## config.mk

```make
export PLATFORM = sky130hd
export DESIGN_NAME = lock_reg_access_ctrl
export DESIGN_NICKNAME = d
export VERILOG_FILES = /design/src/rtl/lock_reg_access_ctrl.sv
export SDC_FILE = /design/constraint.sdc
export NUM_CORES = 1
export LEC_CHECK = 0
export BUFFER_PORTS_ARGS = -buffer_cell sky130_fd_sc_hd__buf_2
export CAP_MARGIN = 5
export CORE_MARGIN = 8
export CORE_UTILIZATION = 51
export DETAILED_ROUTE_END_ITERATION = 10
export GPL_TIMING_DRIVEN = 0
export PLACE_DENSITY = 0.79
export SLEW_MARGIN = 20
export SYNTH_ARGS = -nofsm -noshare
export SYNTH_HDL_FRONTEND = slang
export SYNTH_SLANG_ARGS = --single-unit
```

## constraint.sdc

```tcl
create_clock -name Clk -period 2.47 [get_ports Clk]
set_input_delay 0 -clock Clk [delete_from_list [all_inputs] [get_ports Clk]]
set_output_delay 0 -clock Clk [all_outputs]
set_load 0.02 [all_outputs]
```

## src/rtl/lock_reg_access_ctrl.sv

```systemverilog
// Write-access controller for a bank of lockable configuration registers.
// Each accepted request is checked against its sticky lock bit, then either committed or rejected.
module lock_reg_access_ctrl #(
  parameter int DATA_W     = 16,
  parameter int NUM_REGS   = 4,
  parameter int ADDR_W     = 2,
  parameter int VIOL_CNT_W = 8
) (
  input  logic                  Clk,
  input  logic                  resetn,
  input  logic                  req_valid,
  output logic                  req_ready,
  input  logic [ADDR_W-1:0]     req_addr,
  input  logic [DATA_W-1:0]     req_wdata,
  input  logic                  req_lock,
  output logic                  rsp_valid,
  output logic                  rsp_err,
  input  logic                  scan_mode,
  input  logic                  debug_unlocked,
  output logic [NUM_REGS-1:0]   reg_wr_en,
  output logic [DATA_W-1:0]     reg_wdata,
  output logic [NUM_REGS-1:0]   reg_lock,
  output logic [NUM_REGS-1:0]   lock_status,
  output logic [VIOL_CNT_W-1:0] viol_count
);

  typedef enum logic [2:0] {IDLE, CHECK, COMMIT, REJECT, RESP} state_t;

  state_t                  state, state_nxt;
  logic [ADDR_W-1:0]       hold_addr;
  logic [DATA_W-1:0]       hold_data;
  logic                    hold_lock;
  logic                    err_q, err_nxt;
  logic                    viol_q, viol_nxt;
  logic [NUM_REGS-1:0]     sel;
  logic [NUM_REGS-1:0]     lock_q;
  logic [DATA_W-1:0]       wdata_q;
  logic [VIOL_CNT_W-1:0]   viol_cnt_q;
  logic                    in_range;
  logic                    hit_locked;
  logic                    override;

  // Explicit one-hot decode keeps out-of-range addresses from indexing past the bank.
  always_comb begin
    sel = '0;
    for (int unsigned i = 0; i < NUM_REGS; i++) begin
      sel[i] = (hold_addr == ADDR_W'(i));
    end
  end

  assign in_range   = 32'(hold_addr) < 32'(NUM_REGS);
  assign hit_locked = |(lock_q & sel);
  assign override   = debug_unlocked & ~scan_mode;

  always_comb begin
    state_nxt = state;
    err_nxt   = err_q;
    viol_nxt  = viol_q;
    req_ready = 1'b0;
    rsp_valid = 1'b0;
    rsp_err   = 1'b0;
    reg_wr_en = '0;
    reg_lock  = '0;
    case (state)
      IDLE: begin
        req_ready = 1'b1;
        if (req_valid) state_nxt = CHECK;
      end
      CHECK: begin
        if (!in_range) begin
          state_nxt = REJECT;
          err_nxt   = 1'b1;
          viol_nxt  = 1'b0;
        end else if (!hit_locked || override) begin
          state_nxt = COMMIT;
          err_nxt   = 1'b0;
          viol_nxt  = 1'b0;
        end else begin
          state_nxt = REJECT;
          err_nxt   = 1'b1;
          viol_nxt  = 1'b1;
        end
      end
      COMMIT: begin
        reg_wr_en = sel;
        if (hold_lock) reg_lock = sel;
        state_nxt = RESP;
      end
      REJECT: state_nxt = RESP;
      RESP: begin
        rsp_valid = 1'b1;
        rsp_err   = err_q;
        state_nxt = IDLE;
      end
      default: state_nxt = IDLE;
    endcase
  end

  always_ff @(posedge Clk or negedge resetn) begin
    if (!resetn) begin
      state      <= IDLE;
      hold_addr  <= '0;
      hold_data  <= '0;
      hold_lock  <= 1'b0;
      err_q      <= 1'b0;
      viol_q     <= 1'b0;
      lock_q     <= '0;
      wdata_q    <= '0;
      viol_cnt_q <= '0;
    end else begin
      state  <= state_nxt;
      err_q  <= err_nxt;
      viol_q <= viol_nxt;
      if (state == IDLE && req_valid) begin
        hold_addr <= req_addr;
        hold_data <= req_wdata;
        hold_lock <= req_lock;
      end
      // Data is presented during COMMIT and then held until the next commit.
      if (state == CHECK && state_nxt == COMMIT) wdata_q <= hold_data;
      if (state == COMMIT && hold_lock) lock_q <= lock_q | sel;
      if (state == REJECT && viol_q && viol_cnt_q != '1) viol_cnt_q <= viol_cnt_q + 1'b1;
    end
  end

  assign reg_wdata   = wdata_q;
  assign lock_status = lock_q;
  assign viol_count  = viol_cnt_q;

endmodule

```

# == Word level (Yosys, flattened, before mapping) ==
# Index checks and enable logic that the tools add are counted.
# classes
n_shift,0
n_mux,10
n_lt_le_gt_ge,0
div,0
n_eq_ne,9
reduce_logical,11
add_sub_neg,1
mul,0
bitwise_logic,4
# op_table
op,n
two-way mux 4 bit,3
== test 3 x 2 -> 1 bit (second input constant),3
case mux 3 bit (3 select lines),1
adder 8 x 1 -> 8 bit (second input constant),1
inequality test 8 bit (second input constant),1
logical AND 1 bit,5
two-way mux 1 bit,5
AND 4 bit,1
== test 2 bit (second input constant),2
OR 4 bit,1
OR reduction 4 bit,1
== test 3 x 1 -> 1 bit (second input constant),1
== test 3 bit (second input constant),1
logical NOT 3 bit,1
two-way mux 3 bit,1
== test 2 x 1 -> 1 bit (second input constant),1
logical NOT 2 bit,1
OR reduction 2 bit,1
AND 1 bit,1
logical NOT 1 bit,1
logical OR 1 bit,1
inverter 1 bit,1
# word_totals
rom_bits,0
ram_bits,0
out_inout_bits,39
ff_bits,51
latch_bits,0
memories,0

# == Logic depth before layout (Yosys ltp) ==
# depth
word_depth,9
mapped_depth,5
depth_no_buf,4

# == Least setup slack after synthesis ==
# No wires, ideal clock.
# synth_path
path_type,reg-to-reg
startpoint,register state[2]
endpoint,register hold_addr[1]
required_ns,2.345
stages_incl_launch_ff,5
t_arrival_ns,1.717
path_slack_ns,0.628
synth_period_minus_slack_ns,1.842
cell_sequence,dfrtp_1 > nor3_1 > and2_1 > buf_2 > mux2_2
# synth_between
elab_chain_len,2
# synth_lines
item,line_no,text
"start, declared",29,"state_t state, state_nxt;"
"start signal, assigned",111,state <= state_nxt;
logical NOT 3 bit,114,if (state == IDLE && req_valid) begin
logical AND 1 bit,114,
"end signal, assigned",115,hold_addr <= req_addr;
"end, declared",30,logic [ADDR_W-1:0] hold_addr;
# Every way passes these cells.
# A chain may end at the register's enable or synchronous reset.

# == Final worst setup path ==
# layout_path
startpoint,register hold_addr[0]
endpoint,register wdata_q[9] (netlist: reg_wdata[9])
# layout_between
elab_chain_len,9
elab_cells_between_ends,12
cone_classes,eq/ne (4); mux (2); bitwise (1); reduce/logical (5)
# layout_lines
item,line_no,text
"== test 2 x 1 -> 1 bit, or another cell as far along",47,sel[i] = (hold_addr == ADDR_W'(i));
AND 4 bit *,52,assign hit_locked = |(lock_q & sel);
OR reduction 4 bit *,52,
logical NOT 1 bit *,74,end else if (!hit_locked || override) begin
logical OR 1 bit *,74,
two-way mux 1 bit *,74,
case mux 3 bit (3 select lines) *,64,case (state)
== test 3 x 2 -> 1 bit *,120,if (state == CHECK && state_nxt == COMMIT) wdata_q <= hold_data;
logical AND 1 bit *,120,
"end signal, assigned",120,
"end, declared",37,logic [DATA_W-1:0] wdata_q;
# Mark *: on every way between the ends. The rest lies on a longest branch, timed or not.

==> metrics.yaml <==
status:
  status: "finished clean"
setup_path:
  reg2reg_from: "hold_addr[0]$_DFFE_PN0P_"
  cp-start-kind: "register"
  slowest_delay_ns: 0.58
  reg2reg_depth: 4
  crit_path_max_fanout: 10
  crit_type: "reg -> reg"
  cp-endpoint: "reg_wdata[9]$_DFFE_PN0P_"
  critPathArrivalTime_ns: 2.16
  cp_cell_sequence: "mux4_2 -> a21oi_4 -> buf_12 -> mux2_4"
  cp_num_cells: 4
  crit_path_top_delay_cell: "mux4_2"
  end_kind: "register"
  path_buf_inv: 1
  r2r-end: "reg_wdata[9]$_DFFE_PN0P_"
  rrSetupSlack_ns: 0.50
  cp.required_ns: 2.66
  path_delay_family: "multiplexers"
  startpoint: "hold_addr[0]$_DFFE_PN0P_"
synth:
  synth-edff-count: 0
  synth-seq-cells: 51
  syn_area_um2: 2160
  synth_warnings: 0
  syn_avg_cell_area_um2: 14.2
  ys.flop_type: "dfrtp_1"
  synth_most_common_cell: "dfrtp_1"
  synth_nets: 177
  ys_async_sr_fraction_pct: 100
  synth_cell_types: 34
  synthTopCellsByCount: "51 x dfrtp_1, 28 x mux2_2, 10 x mux2_4"
  yosys-top-cells-area: "dfrtp_1 59%, mux2_2 15%, mux2_4 6.9%, nor2_1 1.4%, xnor2_1 1.2%"
  synthCells: 152
  yosysSeqAreaShare_pct: 59.0
  synth_top_cell_area_share_pct: 59.0
  synth_area_leader_cell: "dfrtp_1"
detailed_routing:
  drc: 0
  ant_nets: 0
  via_per_inst: 5.03
  drt-pass1-iter-count: 4
  wl_per_cell_um: 15.3
  vias: 1465
  drt-initial-drc-count: 32
  routed_wl_um: 4470
clocking:
  cts_tree: "done"
  cts_resized: 0
  htree_num_levels: 2
  cts.sinks: 51
  cts_buffer_depth: 2
  cts_made_buffers: 5
  cts-root-buf: "clkbuf_8"
  clk_latency_ns: 0.31
  cts.clk_slew.worst_paths_ns: 0.08
sta:
  finalClockSkew_ns: 0.0106
  min_period_ns: 1.97
  finalHoldViolations: 0
  rsz0062_at_grt: "no"
  maxSlewViolCount: 0
  fin_crit_sh_pct: 79.8
  final-setup-viol-count: 0
  relSlewSlack_pct: 58.9
  fin_tns_setup_ns: 0
  fmax_mhz: 508
  tightest_slew_ns: 0.616
finish:
  regArea_um2: 1280
  multi_input_area_um2: 842
  antenna_cells: 0
  drive_gt1_share_pct: 48.1
  syn_to_final_growth_pct: 31.5
  fin_cells: 291
  nets: 266
  fillerInstances: 281
global_routing:
  track_usage_pct: 13.9
  grt_max_degree: 52
  grt_pass1_vias: 1499
  grt_pass1_wl_um: 7000
  gr-total-overflow: 0
  antenna_found_initial: 0
floorplan:
  core-area_um2: 4030
  die_area_um2: 6580
  start_util_pct: 53.7
  row_count: 23
  die_y_um: 81.1
  ios: 63
  die_width_um: 81.1
placement:
  io_buffer_count: 62
  place.gp.congestion: 0.761
  place_inst: 264
  hpwlAfterDp_um: 3100
power:
  power_density_nw_per_um2: 1230
  vdd_ir_drop_max_mv: 0.726
  power_leakage_nw: 1.37
worst_hold_path:
  min_path_type: "in -> reg"
flow_run:
  maxCapViolCount: 0
sequential cells by signal, indices dropped and copies added, names as in the netlist:
| register | flops |
|---|---|
| hold_data | 16 |
| viol_count | 8 |
| state | 3 |
| lock_status | 4 |
| viol_q | 1 |
| hold_addr | 2 |
| hold_lock | 1 |
| reg_wdata | 16 |
placed cells by master, fill, tap and decap left out, types with 2 or more instances in the layout:
cell type	n
or2_2	4
clkbuf_1	2
mux2_4	10
buf_2	63
inv_1	2
nor3_1	3
clkbuf_8	5
o2111ai_1	2
nor2_1	8
nand2b_1	3
dfrtp_1	51
xnor2_1	3
nand2_1	6
dlygate4sd3_1	20
nand4_1	2
and2_1	3
mux2_2	28
a21oi_1	3
o21ai_0	2
and3_1	2
what timing repair did:
item | in CTS | in global routing
setup buffers | 0 | 0
hold buffers | 20 | 0
hold endpoints to repair | 70 | 0
cells by family after synthesis:
kind of cell	Yosys count	share of synthesized area, %
flops	51	59.0
compound gates	12	4.40
simple gates	39	10.2
mux	39	22.6
fa+ha+maj	1	0.578
xor+xnor	3	1.21
buf+inv	7	2.08
metrics by stage:
stage	worst slack [ns]	util (%)	cell area [um^2]	hold WS [ns]	total power, mW
2_1_floorplan	0.628	-	2160	-0.296	2.53
3_3_place_gp	0.519	63.0	2540	0.232	2.91
3_5_place_dp	0.504	63.0	2540	0.235	2.96
4_1_cts	0.496	70.6	2840	0.0795	3.55
5_1_grt	0.438	70.6	2850	0.119	3.72
6_report	0.500	70.6	2850	0.0804	3.51
cell type report:
cell class | count | area share (%)
clock inverter | 2 | 1.32
multi-input combinational | 94 | 29.6
buffer | 5 | 1.32
clock buffer | 5 | 2.42
tap | 50 | 2.20
inverter | 2 | 0.264
sequential | 51 | 44.9
timing repair buffer | 82 | 18.0
routing by layer:
| metal | up-vias | GRT usage, % | share of wire, % |
|---|---|---|---|
| met2 | 45 | 23.7 | 50 |
| met1 | 695 | 15.1 | 41 |
| met4 | 0 | 5.36 | 1.5 |
| met3 | 7 | 5.52 | 7.8 |
| li1 | 718 | - | - |
| met5 | - | 0 | 0 |
power breakdown:
part | total (mW) | switching [mW] | leakage (nW) | internal [mW]
combinational | 1.50 | 0.725 | 0.696 | 0.778
clock | 0.551 | 0.255 | 0.0502 | 0.296
sequential | 1.45 | 0.244 | 0.620 | 1.21
total | 3.51 | 1.22 | 1.37 | 2.28
worst min path at each step:
| stage | startpoint | to | cells after the start |
|---|---|---|---|
| floorplan | resetn | hold_addr[0]$_DFFE_PN0P_ | 0 |
| global placement | req_wdata[0] | hold_data[0]$_DFFE_PN0P_ | 2 |
| detailed placement | req_wdata[14] | hold_data[14]$_DFFE_PN0P_ | 2 |
| CTS | debug_unlocked | state[0]$_DFF_PN0_ | 4 |
| global route | debug_unlocked | state[0]$_DFF_PN0_ | 4 |
| finish | debug_unlocked | state[0]$_DFF_PN0_ | 4 |
worst register-to-register path: stages, from the launching register on:
cell and delay (ns):
dfrtp_1 0.46, mux4_2 0.58, a21oi_4 0.32, buf_12 0.20, mux2_4 0.30
No activity file was read; power rests on OpenSTA's default activity.
